==> config.mk <==
export PLATFORM = sky130hd
export DESIGN_NAME = video_out_mod_flat
export DESIGN_NICKNAME = d
export VERILOG_FILES = /design/src/rtl/video_out_mod_pkg.sv /design/src/rtl/video_out_mod_if.sv /design/src/rtl/video_out_mod_timing.sv /design/src/rtl/video_out_mod.sv /design/src/flat_wrapper.sv
export SDC_FILE = /design/constraint.sdc
export NUM_CORES = 1
export LEC_CHECK = 0
export BUFFER_PORTS_ARGS = -buffer_cell sky130_fd_sc_hd__buf_2
export CAP_MARGIN = 20
export CORE_UTILIZATION = 55
export CTS_CLUSTER_DIAMETER = 150
export DETAILED_ROUTE_END_ITERATION = 8
export HOLD_SLACK_MARGIN = 0.02
export PLACE_DENSITY_LB_ADDON = 0.3
export SLEW_MARGIN = 20
export SYNTH_ARGS = -nofsm -noshare
export SYNTH_HDL_FRONTEND = slang
export SYNTH_HIERARCHICAL = 1
export SYNTH_SLANG_ARGS = --single-unit
==> constraint.sdc <==
create_clock -name clkin -period 2.9 [get_ports clkin]
set_clock_uncertainty 0.05 [all_clocks]
set_input_delay 0.145 -clock clkin [delete_from_list [all_inputs] [get_ports clkin]]
set_output_delay 0.145 -clock clkin [all_outputs]
set_load 0.05 [all_outputs]
==> src/rtl/video_out_mod_pkg.sv <==
// Shared definitions for the datatape video modulator: level constants,
// FSM state encoding, the symbol-to-luma map and BT.656 timing-code helpers.
package datatape_pkg;

    localparam logic [7:0] LVL_BEGIN    = 8'd190;
    localparam logic [7:0] LVL_END      = 8'd200;
    localparam logic [7:0] LVL_FILL     = 8'd16;
    localparam logic [7:0] LVL_PRE_A    = 8'd70;
    localparam logic [7:0] LVL_PRE_B    = 8'd180;
    localparam logic [7:0] CHROMA_BLANK = 8'h80;
    localparam logic [7:0] LUMA_BLANK   = 8'h10;

    typedef enum logic [2:0] {
        ST_IDLE,
        ST_PREAMBLE,
        ST_BEGIN,
        ST_DATA,
        ST_END
    } state_e;

    // Returns {legal, level}; illegal codes map to the fill level.
    function automatic logic [8:0] sym_to_level(input logic [3:0] sym);
        logic [8:0] r;
        unique case (sym)
            4'b0000: r = {1'b1, 8'd70};
            4'b0001: r = {1'b1, 8'd80};
            4'b0011: r = {1'b1, 8'd90};
            4'b0111: r = {1'b1, 8'd100};
            4'b1111: r = {1'b1, 8'd110};
            4'b1110: r = {1'b1, 8'd120};
            4'b1100: r = {1'b1, 8'd130};
            4'b1000: r = {1'b1, 8'd140};
            4'b1001: r = {1'b1, 8'd150};
            4'b0110: r = {1'b1, 8'd160};
            4'b1010: r = {1'b1, 8'd170};
            4'b0101: r = {1'b1, 8'd180};
            default: r = {1'b0, LVL_FILL};
        endcase
        return r;
    endfunction

    function automatic logic [7:0] xy_code(input logic f, input logic v, input logic h);
        return {1'b1, f, v, h, v ^ h, f ^ h, f ^ v, f ^ v ^ h};
    endfunction

    // Word k (0..3) of an EAV/SAV sequence FF 00 00 XY, field bit fixed at 0.
    function automatic logic [7:0] timing_code(input logic [1:0] k, input logic v, input logic h);
        logic [7:0] r;
        unique case (k)
            2'd0:    r = 8'hFF;
            2'd3:    r = xy_code(1'b0, v, h);
            default: r = 8'h00;
        endcase
        return r;
    endfunction

endpackage

==> src/rtl/video_out_mod_if.sv <==
// Symbol handshake and video output bundle of the datatape modulator.
// master = symbol source / video sink, slave = the modulator.
interface video_out_mod_if;

    logic [3:0] sym_in;
    logic       sym_valid;
    logic       sym_last;
    logic       sym_ready;
    logic       sym_err;
    logic [7:0] td_out;
    logic       in_packet;
    logic       frame_start;

    modport master (
        output sym_in, sym_valid, sym_last,
        input  sym_ready, sym_err, td_out, in_packet, frame_start
    );

    modport slave (
        input  sym_in, sym_valid, sym_last,
        output sym_ready, sym_err, td_out, in_packet, frame_start
    );

endinterface

==> src/rtl/video_out_mod_timing.sv <==
// Line/word raster for the modulator: counters, EAV/SAV codes, blanking words,
// and the slot-boundary strobe. All outputs describe the word about to be registered.
module video_out_timing
    import datatape_pkg::*;
#(
    parameter int unsigned ACTIVE_WORDS = 1440,
    parameter int unsigned BLANK_WORDS  = 268,
    parameter int unsigned LINES        = 525,
    parameter int unsigned VBLANK_LINES = 20
) (
    input  logic       clk_i,
    input  logic       rst_ni,
    output logic [7:0] word_o,
    output logic       luma_slot_o,
    output logic       boundary_o,
    output logic       line_start_o,
    output logic       frame_pos_o
);

    localparam int unsigned SAV_POS    = 4 + BLANK_WORDS;
    localparam int unsigned ACT_POS    = SAV_POS + 4;
    localparam int unsigned LINE_WORDS = ACT_POS + ACTIVE_WORDS;
    localparam int unsigned WCNT_W     = $clog2(LINE_WORDS);
    localparam int unsigned LCNT_W     = (LINES > 1) ? $clog2(LINES) : 1;

    localparam logic [WCNT_W-1:0] EAV_END_W = WCNT_W'(4);
    localparam logic [WCNT_W-1:0] SAV_W     = WCNT_W'(SAV_POS);
    localparam logic [WCNT_W-1:0] ACT_W     = WCNT_W'(ACT_POS);
    localparam logic [WCNT_W-1:0] LAST_W    = WCNT_W'(LINE_WORDS - 1);
    localparam logic [LCNT_W-1:0] VB_W      = LCNT_W'(VBLANK_LINES);
    localparam logic [LCNT_W-1:0] LLAST_W   = LCNT_W'(LINES - 1);
    localparam logic [1:0]        SAV_LO    = 2'(SAV_POS);
    localparam logic [2:0]        ACT_LO    = 3'(ACT_POS);

    logic [WCNT_W-1:0] wcnt_q, wcnt_d;
    logic [LCNT_W-1:0] line_q, line_d;

    logic       vblank;
    logic       in_eav;
    logic       in_sav;
    logic       in_act;
    logic [1:0] sav_k;
    logic [2:0] act_k;

    assign vblank = (line_q < VB_W);
    assign in_eav = (wcnt_q < EAV_END_W);
    assign in_sav = (wcnt_q >= SAV_W) && (wcnt_q < ACT_W);
    assign in_act = (wcnt_q >= ACT_W);
    assign sav_k  = wcnt_q[1:0] - SAV_LO;
    // Position inside the current 8-word slot; ACTIVE_WORDS is a multiple of 8.
    assign act_k  = wcnt_q[2:0] - ACT_LO;

    always_comb begin
        word_o      = CHROMA_BLANK;
        luma_slot_o = 1'b0;
        if (in_eav) begin
            word_o = timing_code(wcnt_q[1:0], vblank, 1'b1);
        end else if (in_sav) begin
            word_o = timing_code(sav_k, vblank, 1'b0);
        end else if (in_act) begin
            if (act_k[0]) begin
                word_o      = LUMA_BLANK;
                luma_slot_o = ~vblank;
            end
        end else if (wcnt_q[0]) begin
            word_o = LUMA_BLANK;
        end
    end

    assign boundary_o   = in_act && !vblank && (act_k == 3'd0);
    assign line_start_o = (wcnt_q == '0);
    assign frame_pos_o  = (wcnt_q == '0) && (line_q == '0);

    always_comb begin
        wcnt_d = wcnt_q + WCNT_W'(1);
        line_d = line_q;
        if (wcnt_q == LAST_W) begin
            wcnt_d = '0;
            line_d = (line_q == LLAST_W) ? '0 : line_q + LCNT_W'(1);
        end
    end

    always_ff @(posedge clk_i or negedge rst_ni) begin
        if (!rst_ni) begin
            wcnt_q <= '0;
            line_q <= '0;
        end else begin
            wcnt_q <= wcnt_d;
            line_q <= line_d;
        end
    end

endmodule

==> src/rtl/video_out_mod.sv <==
// Datatape transmit modulator: packs 4-bit symbols into luma slots of a BT.656 stream.
// Define VIDEO_OUT_PREAMBLE_EN to insert alternating 70/180 training slots before BEGIN.
module video_out_mod
    import datatape_pkg::*;
#(
    parameter int unsigned ACTIVE_WORDS   = 1440,
    parameter int unsigned BLANK_WORDS    = 268,
    parameter int unsigned LINES          = 525,
    parameter int unsigned VBLANK_LINES   = 20,
    parameter int unsigned PREAMBLE_SLOTS = 8
) (
    input  logic              clkin,
    input  logic              rst_n,
    video_out_mod_if.slave    bus
);

    localparam int unsigned   PRE_W    = (PREAMBLE_SLOTS > 1) ? $clog2(PREAMBLE_SLOTS) : 1;
    localparam logic [PRE_W-1:0] PRE_LAST = PRE_W'(PREAMBLE_SLOTS - 1);

    logic [7:0] t_word;
    logic       t_luma;
    logic       t_boundary;
    logic       t_line_start;
    logic       t_frame_pos;

    video_out_timing #(
        .ACTIVE_WORDS (ACTIVE_WORDS),
        .BLANK_WORDS  (BLANK_WORDS),
        .LINES        (LINES),
        .VBLANK_LINES (VBLANK_LINES)
    ) u_timing (
        .clk_i        (clkin),
        .rst_ni       (rst_n),
        .word_o       (t_word),
        .luma_slot_o  (t_luma),
        .boundary_o   (t_boundary),
        .line_start_o (t_line_start),
        .frame_pos_o  (t_frame_pos)
    );

    state_e           state_q, state_d;
    logic [7:0]       slot_lvl_q, slot_lvl_d;
    logic [PRE_W-1:0] pre_cnt_q, pre_cnt_d;
    logic             in_packet_q, in_packet_d;
    logic             slot_end_q, slot_end_d;
    logic             sym_err_q, sym_err_d;
    logic [7:0]       td_q, td_d;
    logic             frame_start_q;

    logic             sym_legal;
    logic [7:0]       sym_lvl;
    logic             sym_ready;

    assign {sym_legal, sym_lvl} = sym_to_level(bus.sym_in);
    assign sym_ready = t_boundary && (state_q == ST_DATA);

    // Odd slot words carry the level latched at the slot boundary.
    assign td_d = t_luma ? slot_lvl_q : t_word;

    always_comb begin
        state_d     = state_q;
        slot_lvl_d  = slot_lvl_q;
        pre_cnt_d   = pre_cnt_q;
        in_packet_d = in_packet_q;
        slot_end_d  = slot_end_q;
        sym_err_d   = 1'b0;
        if (t_boundary) begin
            in_packet_d = (state_q != ST_IDLE);
            slot_end_d  = (state_q == ST_END);
            unique case (state_q)
                ST_IDLE: begin
                    slot_lvl_d = LVL_FILL;
                    if (bus.sym_valid) begin
`ifdef VIDEO_OUT_PREAMBLE_EN
                        state_d   = ST_PREAMBLE;
                        pre_cnt_d = '0;
`else
                        state_d   = ST_BEGIN;
`endif
                    end
                end
                ST_PREAMBLE: begin
                    slot_lvl_d = pre_cnt_q[0] ? LVL_PRE_B : LVL_PRE_A;
                    if (pre_cnt_q == PRE_LAST) begin
                        state_d   = ST_BEGIN;
                        pre_cnt_d = '0;
                    end else begin
                        pre_cnt_d = pre_cnt_q + PRE_W'(1);
                    end
                end
                ST_BEGIN: begin
                    slot_lvl_d = LVL_BEGIN;
                    state_d    = ST_DATA;
                end
                ST_DATA: begin
                    slot_lvl_d = LVL_FILL;
                    if (bus.sym_valid) begin
                        slot_lvl_d = sym_legal ? sym_lvl : LVL_FILL;
                        sym_err_d  = ~sym_legal;
                        if (bus.sym_last) state_d = ST_END;
                    end
                end
                ST_END: begin
                    slot_lvl_d = LVL_END;
                    state_d    = ST_IDLE;
                end
                default: state_d = ST_IDLE;
            endcase
        end else if (t_line_start) begin
            // A packet paused over blanking stays flagged unless its END slot just finished.
            in_packet_d = in_packet_q & ~slot_end_q;
            slot_end_d  = 1'b0;
        end
    end

    always_ff @(posedge clkin or negedge rst_n) begin
        if (!rst_n) begin
            state_q       <= ST_IDLE;
            slot_lvl_q    <= LVL_FILL;
            pre_cnt_q     <= '0;
            in_packet_q   <= 1'b0;
            slot_end_q    <= 1'b0;
            sym_err_q     <= 1'b0;
            td_q          <= CHROMA_BLANK;
            frame_start_q <= 1'b0;
        end else begin
            state_q       <= state_d;
            slot_lvl_q    <= slot_lvl_d;
            pre_cnt_q     <= pre_cnt_d;
            in_packet_q   <= in_packet_d;
            slot_end_q    <= slot_end_d;
            sym_err_q     <= sym_err_d;
            td_q          <= td_d;
            frame_start_q <= t_frame_pos;
        end
    end

    assign bus.sym_ready   = sym_ready;
    assign bus.sym_err     = sym_err_q;
    assign bus.td_out      = td_q;
    assign bus.in_packet   = in_packet_q;
    assign bus.frame_start = frame_start_q;

endmodule

==> src/flat_wrapper.sv <==
// flat-port wrapper written by rule: the top's interface ports become plain ports
module video_out_mod_flat import datatape_pkg::*;
#(
    parameter int unsigned ACTIVE_WORDS   = 1440,
    parameter int unsigned BLANK_WORDS    = 268,
    parameter int unsigned LINES          = 525,
    parameter int unsigned VBLANK_LINES   = 20,
    parameter int unsigned PREAMBLE_SLOTS = 8
)
  (clkin, rst_n, bus_sym_in, bus_sym_valid, bus_sym_last, bus_sym_ready, bus_sym_err, bus_td_out, bus_in_packet, bus_frame_start);
  video_out_mod_if bus_i ();
  input  logic clkin;
  input  logic rst_n;
  input wire logic [$bits(bus_i.sym_in)-1:0] bus_sym_in;
  input wire logic [$bits(bus_i.sym_valid)-1:0] bus_sym_valid;
  input wire logic [$bits(bus_i.sym_last)-1:0] bus_sym_last;
  output wire logic [$bits(bus_i.sym_ready)-1:0] bus_sym_ready;
  output wire logic [$bits(bus_i.sym_err)-1:0] bus_sym_err;
  output wire logic [$bits(bus_i.td_out)-1:0] bus_td_out;
  output wire logic [$bits(bus_i.in_packet)-1:0] bus_in_packet;
  output wire logic [$bits(bus_i.frame_start)-1:0] bus_frame_start;
  assign bus_i.sym_in = bus_sym_in;
  assign bus_i.sym_valid = bus_sym_valid;
  assign bus_i.sym_last = bus_sym_last;
  assign bus_sym_ready = bus_i.sym_ready;
  assign bus_sym_err = bus_i.sym_err;
  assign bus_td_out = bus_i.td_out;
  assign bus_in_packet = bus_i.in_packet;
  assign bus_frame_start = bus_i.frame_start;
  video_out_mod #(.ACTIVE_WORDS(ACTIVE_WORDS), .BLANK_WORDS(BLANK_WORDS), .LINES(LINES), .VBLANK_LINES(VBLANK_LINES), .PREAMBLE_SLOTS(PREAMBLE_SLOTS)) u_core (.clkin(clkin), .rst_n(rst_n), .bus(bus_i));
endmodule
==> metrics.txt <==
DRT Wirelength=5180 um; DIE WIDTH=73.6 um; number of synthesized flops with an enable pin=0; status=finished, final reports clean; clock tree sinks=46; Area contributors post-synth=dfrtp_1 (39%), ha_1 (6.2%), mux2_2 (4.8%), nor2_1 (3.5%), and3_1 (2.7%); top_reg_cell synth=dfrtp_1; Synth cell types=57; n_diodes=0; Critical Path RT=3020 ps; initial DRC count=179; WP data arrival=2710 ps; first-pass GRT wire length=8560 um; Reg2Reg Depth=7; H-tree depth=2; slew margin rel.=61.3%; Highest Clock Rate=0.386 GHz; largest net degree at the start of global routing=47; hold crit path type=input pin to flip-flop; worst vdd ir=0.000195 V; vias per cell=5.76; die area=5410 sq um; syn_area_per_cell=9.78 sq um; CP startpoint kind=flip-flop; TritonCTS Buffers=5; total gr overflow=0; Synth async-reset ratio=100%; Final Max Tran Viols=0; chip height=73.6 um; initial antenna violation count=0; overall global routing resource usage=20.7%; worst-margin pin slew=581 ps; clock slew at reported path FFs=80 ps; hold path endpoint=u_core/bus.sym_err$_DFF_PN0_; Setup crit start=u_core/u_timing/wcnt_q[7]$_DFF_PN0_; Cells after DPL=358; worst reg2reg setup slack=310 ps; Syn. warnings=6; Final min period=2590 ps; Vias=2,108; layout cells sized above 1=15.1%; DRC violation count after routing=0; Max Cap Viol=0; RR Startpoint=u_core/u_timing/wcnt_q[7]$_DFF_PN0_; share of the synthesized area in the top cell type=39.1%; DR WL/cell=14.2 um; final-stage net count=321; Root Driver=clkbuf_8; CP endpoint kind=flip-flop; Reg-to-Reg End=u_core/state_q[1]$_DFFE_PN0P_; hold path start=bus_sym_valid; Initial Util=58.5%; cell with the most instances after synthesis=dfrtp_1; Pwr Density=357 nW/um^2; CTS Buffer Depth=2; Post-CTS Setup Bufs=0; P_leak=1.38 nW; Post-Synthesis Cells=288; CP Max Fanout=11; CTS tree=yes; core area=4820 sq um; Filler Cells Inserted=417; post-synthesis sequential area ratio=41.0%; unrepaired setup endpoints after global routing=no; placed wire-length estimate=3730 um; row cnt=25; post-route insts no fill=366; hold violation total from the final report=0; Syn-to-layout area delta=5.55%; Mapped Area=2820 sq um; Setup TNS Final=0 ps; IO Count=20; Synth Register Bits=46; vias in the first global route=1,939; cell accounting for the most synthesized area=dfrtp_1; DRT Pass-1 Iters=4; post-route ant nets=0; Synth top cells by count=dfrtp_1 (44), nor2_1 (26), inv_1 (16), o21ai_0 (15); Post-Syn Nets=310; Period Utilization, post-route=89.4%; Port Buffers=19; Final GP Congestion=0.810; final setup violation count=0; Worst Hold Depth=2; Worst-Skew Late Latency=290 ps; crit path kind=flip-flop to flip-flop
how the worst max path moves through the flow:
stage / end / slack (ps) / cells past startpoint
final: u_core/state_q[1]$_DFFE_PN0P_ / 310 / 7
after global routing: u_core/state_q[1]$_DFFE_PN0P_ / 110 / 7
after CTS: u_core/state_q[1]$_DFFE_PN0P_ / 330 / 7
after detailed placement: u_core/state_q[1]$_DFFE_PN0P_ / 350 / 7
after global placement: u_core/state_q[1]$_DFFE_PN0P_ / 450 / 7
after floorplan: u_core/slot_lvl_q[6]$_DFFE_PN0P_ / 580 / 7
cells by family (layout without fill, tap and decap cells):
logic type,after synthesis,in the layout,share of synthesized area [%]
simple gates,103,103,21.0
mux,19,19,7.33
flops,46,46,41.0
xor+xnor,13,13,4.04
fa+ha+maj,14,14,6.22
buf+inv,33,44,6.35
compound gates,60,60,14.1
timing repair:
action | 4_1_cts | 5_1_grt
hold buffers | 1 | 0
endpoints found under the setup margin | 0 | 0
resized for setup | 0 | 0
endpoints found under the hold margin | 44 | 0
final cells by class:
cell class / count / area (sq um) / area share, %
sequential: 46 / 1150 / 38.8
timing repair buffer: 21 / 115 / 3.87
multi-input combinational: 209 / 1480 / 49.9
clock buffer: 7 / 76.3 / 2.57
inverter: 16 / 60.1 / 2.02
tap: 67 / 83.8 / 2.82
sequential cells by signal, summed over array words and instances (netlist names), 3 cells and up:
signal	flops
u_core/u_timing/wcnt_q	11
u_core/pre_cnt_q	3
u_core/slot_lvl_q	7
u_core/u_timing/line_q	10
u_core/bus.td_out	8
u_core/state_q	3
per-layer routing:
metal	wire, um	part of all wire, %	up-vias	track usage (%)
li1	-	-	1053	-
met1	2480	48	993	28.0
met2	2450	47	60	32.3
met5	0	0	-	0
met4	17	0.33	0	7.26
met3	230	4.4	2	5.08
report_power, final:
part | switching, mW | internal, mW | total (mW)
sequential | 0 | 0.641 | 0.641
clock | 0.194 | 0.166 | 0.361
combinational | 0.0386 | 0.0210 | 0.0596
through the flow:
step	setup WS [ps]	power (mW)	utilization (%)	instance area [sq um]	hold slack [ps]
3_5_place_dp	348	0.712	59.9	2880	324
3_3_place_gp	452	0.712	59.9	2880	314
2_1_floorplan	576	0.686	-	2820	-201
6_report	308	1.06	61.7	2970	107
5_1_grt	107	1.10	61.7	2970	99.1
4_1_cts	334	1.08	61.7	2970	99.2
cell usage in the layout, fill, tap and decap left out, types with 2 or more instances in the layout:
master and count:
nand2b_1 4, nand2_1 14, clkbuf_1 2, nand4_1 6
xnor2_1 8, dfrtp_1 44, ha_1 14, nor2b_1 9
buf_2 18, o2111ai_1 2, a22o_1 3, a31oi_1 2
o22ai_1 5, xor2_1 5, clkbuf_8 5, buf_4 2
nand3_1 6, inv_1 16, a21o_1 3, nor2_1 26
mux2i_1 6, and3_1 12, and4_1 5, o21ai_0 15
a21oi_1 13, mux2_2 12, nor3_1 5, and3b_1 2
dfstp_2 2, o21ai_1 3, o211ai_1 2, nor4_1 2
worst max-delay path, stage by stage (launching register included):
cell and delay (ps):
dfrtp_1 450, nor2_1 270, nand4_1 130, a41oi_1 260, and3_1 350, inv_1 250
a311oi_2 360, mux2_1 360
No activity file was read; power rests on OpenSTA's default activity.
